`src/rtl/pkt_arb_pkg.sv`:
```
`default_nettype none
//==============================================================================
// Module   : pkt_arb_pkg
// Desc     : Shared state encoding and index-width helper for the write arbiter
// Revision : 1.0 - initial release
//==============================================================================
package pkt_arb_pkg;

    typedef enum logic [1:0] {
        ST_IDLE = 2'd0,
        ST_ARB  = 2'd1,
        ST_XFER = 2'd2
    } arb_state_t;

    function automatic int idx_w(input int n);
        return (n > 1) ? $clog2(n) : 1;
    endfunction

endpackage
`default_nettype wire

```
`src/rtl/rr_pick.sv`:
```
`default_nettype none
//==============================================================================
// Module   : rr_pick
// Desc     : Round-robin one-hot picker; search begins one past i_ptr and wraps
// Revision : 1.0 - initial release
//==============================================================================
module rr_pick
    import pkt_arb_pkg::*;
#(
    parameter int N  = 16,
    parameter int IW = idx_w(N)
) (
    input  logic [N-1:0]  i_req,
    input  logic [IW-1:0] i_ptr,
    output logic [N-1:0]  o_gnt,
    output logic [IW-1:0] o_gnt_idx
);

    logic [IW:0]   w_sum;
    logic [IW-1:0] w_idx;
    logic          w_found;

    // i_ptr < N and offset <= N, so one conditional subtract gives the modulo
    always_comb begin
        o_gnt     = '0;
        o_gnt_idx = '0;
        w_found   = 1'b0;
        w_sum     = '0;
        w_idx     = '0;
        for (int off = 1; off <= N; off++) begin
            w_sum = {1'b0, i_ptr} + (IW+1)'(off);
            if (w_sum >= (IW+1)'(N)) begin
                w_sum = w_sum - (IW+1)'(N);
            end
            w_idx = w_sum[IW-1:0];
            if (!w_found && i_req[w_idx]) begin
                w_found      = 1'b1;
                o_gnt[w_idx] = 1'b1;
                o_gnt_idx    = w_idx;
            end
        end
    end

endmodule
`default_nettype wire

```
`src/rtl/pkt_write_arbiter.sv`:
```
`default_nettype none
//==============================================================================
// Module   : pkt_write_arbiter
// Desc     : N-port packet arbiter (strict priority or WRR) with registered output
// Revision : 1.0 - initial release
//==============================================================================
module pkt_write_arbiter
    import pkt_arb_pkg::*;
#(
    parameter int NUM_PORTS    = 16,
    parameter int DATA_WIDTH   = 64,
    parameter int PRIO_WIDTH   = 3,
    parameter int WEIGHT_WIDTH = 4
) (
    input  logic                               clk,
    input  logic                               rst,
    input  logic                               sp0_wrr1,
    input  logic [NUM_PORTS-1:0]               vld,
    input  logic [NUM_PORTS-1:0]               sop,
    input  logic [NUM_PORTS-1:0]               eop,
    input  logic [NUM_PORTS*DATA_WIDTH-1:0]    data_in_p,
    input  logic [NUM_PORTS*PRIO_WIDTH-1:0]    prio_in_p,
    input  logic [NUM_PORTS*WEIGHT_WIDTH-1:0]  weight_in_p,
    input  logic                               out_ready,
    output logic [NUM_PORTS-1:0]               ready,
    output logic                               out_vld,
    output logic                               out_sop,
    output logic                               out_eop,
    output logic [DATA_WIDTH-1:0]              out_data,
    output logic [$clog2(NUM_PORTS)-1:0]       out_port,
    output logic                               busy
);

    localparam int C_IW = idx_w(NUM_PORTS);

    logic [DATA_WIDTH-1:0]   w_data   [NUM_PORTS];
    logic [PRIO_WIDTH-1:0]   w_prio   [NUM_PORTS];
    logic [WEIGHT_WIDTH-1:0] w_weight [NUM_PORTS];

    for (genvar gi = 0; gi < NUM_PORTS; gi++) begin : g_unpack
        assign w_data[gi]   = data_in_p[gi*DATA_WIDTH +: DATA_WIDTH];
        assign w_prio[gi]   = prio_in_p[gi*PRIO_WIDTH +: PRIO_WIDTH];
        assign w_weight[gi] = weight_in_p[gi*WEIGHT_WIDTH +: WEIGHT_WIDTH];
    end

    arb_state_t              r_state, w_state_nxt;
    logic [C_IW-1:0]         r_last, r_gnt;
    logic [NUM_PORTS-1:0]    r_gnt_oh;
    logic                    r_lock_wrr;
    logic [WEIGHT_WIDTH-1:0] r_credit [NUM_PORTS];
    logic                    r_out_vld, r_out_sop, r_out_eop;
    logic [DATA_WIDTH-1:0]   r_out_data;
    logic [C_IW-1:0]         r_out_port;

    logic [NUM_PORTS-1:0]    w_req, w_sp_cand, w_wrr_cand, w_cand, w_pick_oh;
    logic [PRIO_WIDTH-1:0]   w_max_prio;
    logic [C_IW-1:0]         w_pick_idx;
    logic                    w_any, w_reload, w_can_take, w_xfer;

    // SP candidates are the requesters at the top priority level; WRR needs credit
    always_comb begin
        w_req      = vld & sop;
        w_max_prio = '0;
        w_sp_cand  = '0;
        w_wrr_cand = '0;
        for (int i = 0; i < NUM_PORTS; i++) begin
            if (w_req[i] && (w_prio[i] > w_max_prio)) begin
                w_max_prio = w_prio[i];
            end
        end
        for (int i = 0; i < NUM_PORTS; i++) begin
            w_sp_cand[i]  = w_req[i] && (w_prio[i] == w_max_prio);
            w_wrr_cand[i] = w_req[i] && (r_credit[i] != '0);
        end
        w_cand = sp0_wrr1 ? w_wrr_cand : w_sp_cand;
    end

    rr_pick #(
        .N  (NUM_PORTS),
        .IW (C_IW)
    ) u_rr_pick (
        .i_req     (w_cand),
        .i_ptr     (r_last),
        .o_gnt     (w_pick_oh),
        .o_gnt_idx (w_pick_idx)
    );

    assign w_any      = |w_pick_oh;
    assign w_reload   = (r_state == ST_ARB) && sp0_wrr1 && (|w_req) && !(|w_wrr_cand);
    assign w_can_take = (r_state == ST_XFER) && (out_ready || !r_out_vld);
    assign w_xfer     = w_can_take && vld[r_gnt];

    always_comb begin
        w_state_nxt = r_state;
        unique case (r_state)
            ST_IDLE: if (|w_req) w_state_nxt = ST_ARB;
            ST_ARB:  w_state_nxt = w_any ? ST_XFER : ST_IDLE;
            ST_XFER: if (w_xfer && eop[r_gnt]) w_state_nxt = ST_IDLE;
            default: w_state_nxt = ST_IDLE;
        endcase
    end

    always_ff @(posedge clk) begin
        if (!rst) begin
            r_state    <= ST_IDLE;
            r_last     <= C_IW'(NUM_PORTS-1);
            r_gnt      <= '0;
            r_gnt_oh   <= '0;
            r_lock_wrr <= 1'b0;
            for (int i = 0; i < NUM_PORTS; i++) r_credit[i] <= w_weight[i];
            r_out_vld  <= 1'b0;
            r_out_sop  <= 1'b0;
            r_out_eop  <= 1'b0;
            r_out_data <= '0;
            r_out_port <= '0;
        end else begin
            r_state <= w_state_nxt;
            if ((r_state == ST_ARB) && w_any) begin
                r_last     <= w_pick_idx;
                r_gnt      <= w_pick_idx;
                r_gnt_oh   <= w_pick_oh;
                r_lock_wrr <= sp0_wrr1;
            end
            // Credits are spent once per WRR packet, when its last beat moves
            if (w_reload) begin
                for (int i = 0; i < NUM_PORTS; i++) r_credit[i] <= w_weight[i];
            end else if (w_xfer && eop[r_gnt] && r_lock_wrr) begin
                r_credit[r_gnt] <= r_credit[r_gnt] - WEIGHT_WIDTH'(1);
            end
            if (w_xfer) begin
                r_out_vld  <= 1'b1;
                r_out_sop  <= sop[r_gnt];
                r_out_eop  <= eop[r_gnt];
                r_out_data <= w_data[r_gnt];
                r_out_port <= r_gnt;
            end else if (out_ready) begin
                r_out_vld <= 1'b0;
                r_out_sop <= 1'b0;
                r_out_eop <= 1'b0;
            end
        end
    end

    assign ready    = w_can_take ? r_gnt_oh : '0;
    assign busy     = (r_state == ST_XFER);
    assign out_vld  = r_out_vld;
    assign out_sop  = r_out_sop;
    assign out_eop  = r_out_eop;
    assign out_data = r_out_data;
    assign out_port = r_out_port;

endmodule
`default_nettype wire
```
`config.mk`:
```
export PLATFORM = sky130hd
export DESIGN_NAME = pkt_write_arbiter
export DESIGN_NICKNAME = d
export VERILOG_FILES = /design/src/rtl/pkt_arb_pkg.sv /design/src/rtl/rr_pick.sv /design/src/rtl/pkt_write_arbiter.sv
export SDC_FILE = /design/constraint.sdc
export NUM_CORES = 1
export LEC_CHECK = 0
export CORE_AREA = 2 2 493 495
export CTS_CLUSTER_SIZE = 30
export DETAILED_ROUTE_END_ITERATION = 6
export DIE_AREA = 0 0 495 497
export PLACE_DENSITY = 0.36
export SLEW_MARGIN = 0
export SYNTH_ARGS = -nofsm -noshare
export SYNTH_HDL_FRONTEND = slang
export SYNTH_SLANG_ARGS = --single-unit
```
`constraint.sdc`:
```
create_clock -name clk -period 27.5 [get_ports clk]
set_clock_uncertainty 0.2 [all_clocks]
set_input_delay 4.125 -clock clk [delete_from_list [all_inputs] [get_ports clk]]
set_output_delay 4.125 -clock clk [all_outputs]
set_load 0.01 [all_outputs]
```
==> flow_summary.json, run 1 <==
{
  "fillCellCount": 26900,
  "synth-edff-count": 64,
  "yosys.area_share.adder": 0.0226,
  "postSynthCellCount": 2455,
  "ant_nets": 0,
  "drt_iter0_markers": 3145,
  "post-route-period-util": 0.987,
  "synth_commonest_cells": "360 x mux4_2, 288 x nand2_1, 243 x nor2_1",
  "start_kind": "primary input",
  "cts_buffers": 17,
  "cts_max_level": 4,
  "dpl_cell_area_um2": 42900,
  "setup_tns_ns": 0,
  "cts.sinks": 166,
  "holdBufCountCts": 0,
  "cp_slowest_cell": "or4_4",
  "p_per_area_nw_per_um2": 74.3,
  "yosysMostFrequentCell": "mux4_2",
  "ir_drop_uv": 71.6,
  "fmax_mhz": 36.9,
  "track_usage": 0.232,
  "start_util": 0.0974,
  "ys.flop_type": "dfxtp_1",
  "yosys.area_share.simple": 0.196,
  "fp.dieH_um": 497,
  "synth_top_family_by_area": "multiplexers",
  "insertion_delay_ns": 0.57,
  "synth-seq-area-share": 0.170,
  "yosys.area.top_type": "mux4_2",
  "cp.required_ns": 27.75,
  "wl_per_cell_um": 40.1,
  "drc": 0,
  "cts_buffer_depth": 2,
  "slew_headroom": 0.107,
  "worst_pin_slew_ns": 1.33,
  "synth_top_area_frac": 0.347,
  "static-leakage-power_nw": 15.9,
  "coreArea_um2": 240000,
  "hpwl_um": 262000,
  "nets": 5300,
  "synth_cell_types": 96,
  "period_minus_slack_ns": 27.14,
  "grt_max_degree": 64,
  "die_x_um": 495,
  "synth_compound_area_frac": 0.160,
  "gp_congestion": 0.944,
  "ys_ff_latch": 166,
  "critical_path_class": "in -> reg",
  "layout-drive-gt1-share": 0.300,
  "grt-ovfl-total": 0,
  "maxSlewViolCount": 0,
  "synth-xor-area-share": 0.0131,
  "firstDrtPassIters": 6,
  "setup_violations": 0,
  "rsz0062_at_grt": "yes",
  "synth_mux_area_frac": 0.397,
  "cp_max_fo": 7,
  "finalWirelength_um": 297000,
  "grt_pass1_wl_um": 366000,
  "viasPerCell": 4.37,
  "synth_area_leaders": "mux4_2 35%, dfxtp_1 8.7%, edfxtp_1 8.2%, nand2_1 4.6%, nor2_1 3.9%",
  "crit_arrival_ns": 27.39,
  "critPathMaxStageDelay_ns": 0.53,
  "grt_pass1_vias": 31700,
  "worstHoldPathType": "reg -> reg",
  "avgSynthCellArea_um2": 9.52,
  "cts_tree": "built",
  "placement_rows": 180,
  "design_area_um2": 46100,
  "syn_to_final_growth_pct": 97.0,
  "status": "completed",
  "cts-root-buf": "clkbuf_16",
  "finalHoldViolCount": 0,
  "io_buffers": 1275,
  "dp_slack_ns": -2.57,
  "fin_cells": 7394,
  "syn-num-nets": 3678,
  "synth-async-reset-ratio": 0,
  "min_from": "r_gnt_oh[10]",
  "crit_start": "vld[0]",
  "ios": 1276,
  "clkSlewWorstSetupHoldPaths_ns": 0.08,
  "fin_hold_ws_ns": 0.261,
  "vias": 32300,
  "netlist_area_um2": 23400,
  "die-area_um2": 246000,
  "dpl.cell_count": 7159,
  "reg2reg_from": "r_last[1]",
  "setup.worst_path.end_class": "register",
  "worst_slack_ns": 0.363,
  "max_cap_violations": 0,
  "synth_warnings": 0,
  "antenna_found_initial": 187
}
## metal layers
| metal | routed length, µm | track usage |
|---|---|---|
| met1 | 122000 | 0.290 |
| met2 | 142000 | 0.394 |
| met3 | 21400 | 0.0534 |
| met4 | 10300 | 0.0643 |
| met5 | 240 | 0 |
## critical path, delay by kind of cell
family	cells	cell delay (ns)
AO/OA/AOI/OAI	44	7.62
AND/OR/NAND/NOR	44	6.65
adder cells (fa/ha/maj)	23	5.92
buffers and inverters	12	1.57
multiplexers	4	1.40
## flip-flops by register name (all words and copies together), names as in the netlist, named ones only
signal      flops
out_data       64
out_eop         1
out_port        4
out_sop         1
out_vld         1
r_credit       64
r_gnt           4
r_gnt_oh       16
r_last          4
r_lock_wrr      1
r_state         2
## worst paths after layout
path / end / slack [ns] / cells past startpoint
worst min-delay path: r_gnt_oh[10] / 0.26 / 2
worst min register to register: r_gnt_oh[10] / 0.26 / 2
worst max-delay path: r_gnt_oh[1] / 0.36 / 127
worst max register to register: r_gnt_oh[1] / 20.16 / 26
## power by group
group / internal [mW] / leakage, nW / switching (mW)
combinational: 1.23 / 14.2 / 1.61
clock: 0.122 / 0.281 / 0.147
sequential: 0.281 / 1.46 / 0.0347
## per-stage QoR
step,total power [mW],utilization
detailed placement,2.80,0.179
global placement,2.83,0.179
floorplan,1.31,-
finish,3.42,0.192
CTS,3.21,0.184
global route,3.53,0.191
## what timing repair did
item                                    in CTS  in global routing
hold endpoints to repair                     0                  0
setup buffers                               24                 63
gates resized for setup                    120                255
pin swaps                                   47                153
cloned                                       2                  2
endpoints found under the setup margin      30                 30
## cells in the final DEF (no fill, tap or decap), drive strengths merged, types with 11 or more instances in the layout
master	instances
clkbuf	24
nand4	53
diode	119
a32oi	17
o211ai	34
and3	38
xnor2	31
mux2	26
or3	16
ha	35
inv	51
o221ai	26
buf	531
clkdlybuf4s50	1265
nor4	50
dfxtp	102
nand2	288
or4	18
o21a	12
mux4	360
and2	21
nand3	97
o31ai	12
edfxtp	64
nor3	91
a211o	13
o22ai	24
nor2	243
a21oi	66
mux2i	89
a211oi	36
a21o	14
or2	12
o21ai	107
a31oi	37
o211a	11
## cells by family (layout without fill, tap and decap cells)
logic type               after synthesis  in the layout
multiplexers                         475            475
buffers and inverters                248           1883
other                                  0            119
AND/OR/NAND/NOR                      965            965
AO/OA/AOI/OAI                        522            522
adder cells (fa/ha/maj)               44             44
XOR/XNOR                              35             35
flip-flops                           166            166
## layout make-up
type | count | area (µm²) | area share
tap | 3185 | 3990 | 0.0865
antenna | 119 | 298 | 0.00647
clock buffer | 19 | 443 | 0.00962
multi-input combinational | 2041 | 20000 | 0.434
inverter | 49 | 186 | 0.00405
timing repair buffer | 1802 | 17000 | 0.370
sequential | 166 | 3980 | 0.0864
clock inverter | 13 | 133 | 0.00288
(Power assumes the default switching activity.)
==> run 2: changes to the inputs <==
--- a/config.mk
+++ b/config.mk
@@ -5,11 +5,11 @@
 export SDC_FILE = /design/constraint.sdc
 export NUM_CORES = 1
 export LEC_CHECK = 0
-export CORE_AREA = 2 2 493 495
+export CORE_AREA = 2 2 499 501
 export CTS_CLUSTER_SIZE = 30
 export DETAILED_ROUTE_END_ITERATION = 6
-export DIE_AREA = 0 0 495 497
-export PLACE_DENSITY = 0.36
+export DIE_AREA = 0 0 501 503
+export PLACE_DENSITY = 0.35
 export SLEW_MARGIN = 0
 export SYNTH_ARGS = -nofsm -noshare
 export SYNTH_HDL_FRONTEND = slang
==> run 2 against run 1 <==
Effect of this change: combinational power decreased by 2%; non-clock buffer count rose by 16; clock-buffer cell count is 2 lower; via count is 0.73% lower; sequential share of layout area shrank 0.058 points; register-to-register slack better by 0.27 ns; sequential power about the same; design area is 0.71% higher; cell count rose by 1.4%; global-route usage shrank 0.71 points; total power is 2.2% lower; largest cell class unchanged.
==> flow_summary.json, run 2 (synthesis results as in run 1) <==
{
  "die-area_um2": 252000,
  "worst_pin_slew_ns": 1.18,
  "crit_end": "r_last[2]",
  "cts_buffers": 17,
  "placement_rows": 183,
  "rsz0062_at_grt": "yes",
  "ios": 1276,
  "cts-root-buf": "clkbuf_16",
  "setup_tns_ns": 0,
  "layout-drive-gt1-share": 0.305,
  "final_core_util": 0.188,
  "syn_to_final_growth_pct": 98.4,
  "ir_drop_uv": 58.0,
  "start_util": 0.0946,
  "grt-ovfl-total": 0,
  "die_x_um": 501,
  "grt_max_degree": 102,
  "max_cap_violations": 0,
  "ant_nets": 0,
  "multi_input_area_um2": 20100,
  "fin_hold_ws_ns": 0.261,
  "gp_congestion": 0.913,
  "static-leakage-power_nw": 16.0,
  "cts.sinks": 166,
  "fillCellCount": 27500,
  "critPathMaxStageDelay_ns": 0.57,
  "start_kind": "primary input",
  "maxSlewViolCount": 0,
  "dpl.cell_count": 7203,
  "drt_iter0_markers": 2744,
  "holdBufCountCts": 0,
  "drc": 0,
  "track_usage": 0.225,
  "clkSlewWorstSetupHoldPaths_ns": 0.08,
  "fmax_mhz": 37.1,
  "firstDrtPassIters": 6,
  "p_per_area_nw_per_um2": 72.2,
  "fin_cells": 7499,
  "status": "completed",
  "viasPerCell": 4.27,
  "rr_worst_depth": 22,
  "grt_pass1_wl_um": 362000,
  "layout_common_cells": "1263 x clkdlybuf4s50_1, 507 x buf_4, 360 x mux4_2, 280 x nand2_1, 223 x nor2_1",
  "dpl_cell_area_um2": 42900,
  "io_buffers": 1275,
  "critical_path_class": "in -> reg",
  "reg2reg_slack_ns": 20.43,
  "period_minus_slack_ns": 26.96,
  "layout_commonest_cell": "clkdlybuf4s50_1",
  "worstHoldPathType": "reg -> reg",
  "insertion_delay_ns": 0.53,
  "slew_headroom": 0.207,
  "design_area_um2": 46400,
  "fp.dieH_um": 503,
  "power_mw": 3.35,
  "cp_slowest_cell": "or4_4",
  "finalHoldViolCount": 0,
  "setup_violations": 0,
  "crit_arrival_ns": 27.13,
  "grt_pass1_vias": 31700,
  "post-route-period-util": 0.980,
  "r2r_end": "r_last[2]",
  "cts_max_level": 4,
  "wl_per_cell_um": 39.3,
  "crit_start": "vld[0]",
  "antenna_found_initial": 201,
  "cts_buffer_depth": 2,
  "worst_slack_ns": 0.539,
  "coreArea_um2": 247000,
  "cp.required_ns": 27.67,
  "cts_tree": "built",
  "vias": 32100,
  "nets": 5316,
  "reg2reg_from": "r_last[1]",
  "setup.worst_path.end_class": "register",
  "regArea_um2": 3980,
  "cp_max_fo": 7,
  "hpwl_um": 262000,
  "cpMostUsedCell": "maj3_2",
  "dp_slack_ns": -2.37,
  "finalWirelength_um": 295000
}
-- run 2: cell count changes in the layout (fill, tap and decap cells not counted), moves of 6 or more --
cell	change
buf_4	+19
diode_2	+37
nand2_2	-7
nand3_1	-6
nor3_1	-7
nor3_2	+7
-- run 2: worst min-delay path by stage --
stage	endpoint	slack, ns	cells after the start	startpoint
CTS	r_gnt_oh[0]	0.27	2	r_gnt_oh[0]
finish	r_gnt_oh[0]	0.26	2	r_gnt_oh[0]
floorplan	r_gnt_oh[9]	0.22	2	r_gnt_oh[9]
detailed placement	r_gnt_oh[0]	0.25	2	r_gnt_oh[0]
global route	r_gnt_oh[0]	0.30	2	r_gnt_oh[0]
global placement	r_gnt_oh[10]	0.25	2	r_gnt_oh[10]
-- run 2: repair_timing --
item                       4_1_cts  5_1_grt
pin swaps                       59      139
setup endpoints to repair       30       30
cloned                           1        0
buffers inserted                60       55
gates resized for setup        142      240
-- run 2: cell type report --
type / instances / area share
timing repair buffer: 1818 / 0.368
clock buffer: 17 / 0.00917
tap: 3237 / 0.0873
multi-input combinational: 2041 / 0.434
sequential: 166 / 0.0858
antenna: 156 / 0.00842
clock inverter: 15 / 0.00299
inverter: 49 / 0.00402
-- run 2: routing by layer --
metal  global-route usage  wire length [µm]  share of wire  vias to the layer above
met2                0.387            144000           0.49                     1746
met4               0.0738             10700          0.036                       50
met5                    0               326         0.0011                        -
li1                     -                 -              -                    13500
met1                0.268            116000           0.39                    16400
met3               0.0611             23300          0.079                      389
-- run 2: report_power, final --
part / internal (mW) / switching, mW
sequential: 0.281 / 0.0323
clock: 0.119 / 0.134
combinational: 1.20 / 1.59
total: 1.60 / 1.75
-- run 2: critical path, delay by kind of cell --
kind / cells / cell delay, ns
AOI/OAI and AO/OA: 39 / 6.61
xor gates and xnor gates: 1 / 0.13
adders and majority gates: 24 / 6.40
muxes: 3 / 0.95
buffers and inverters: 13 / 1.84
and+or+nand+nor: 46 / 7.04
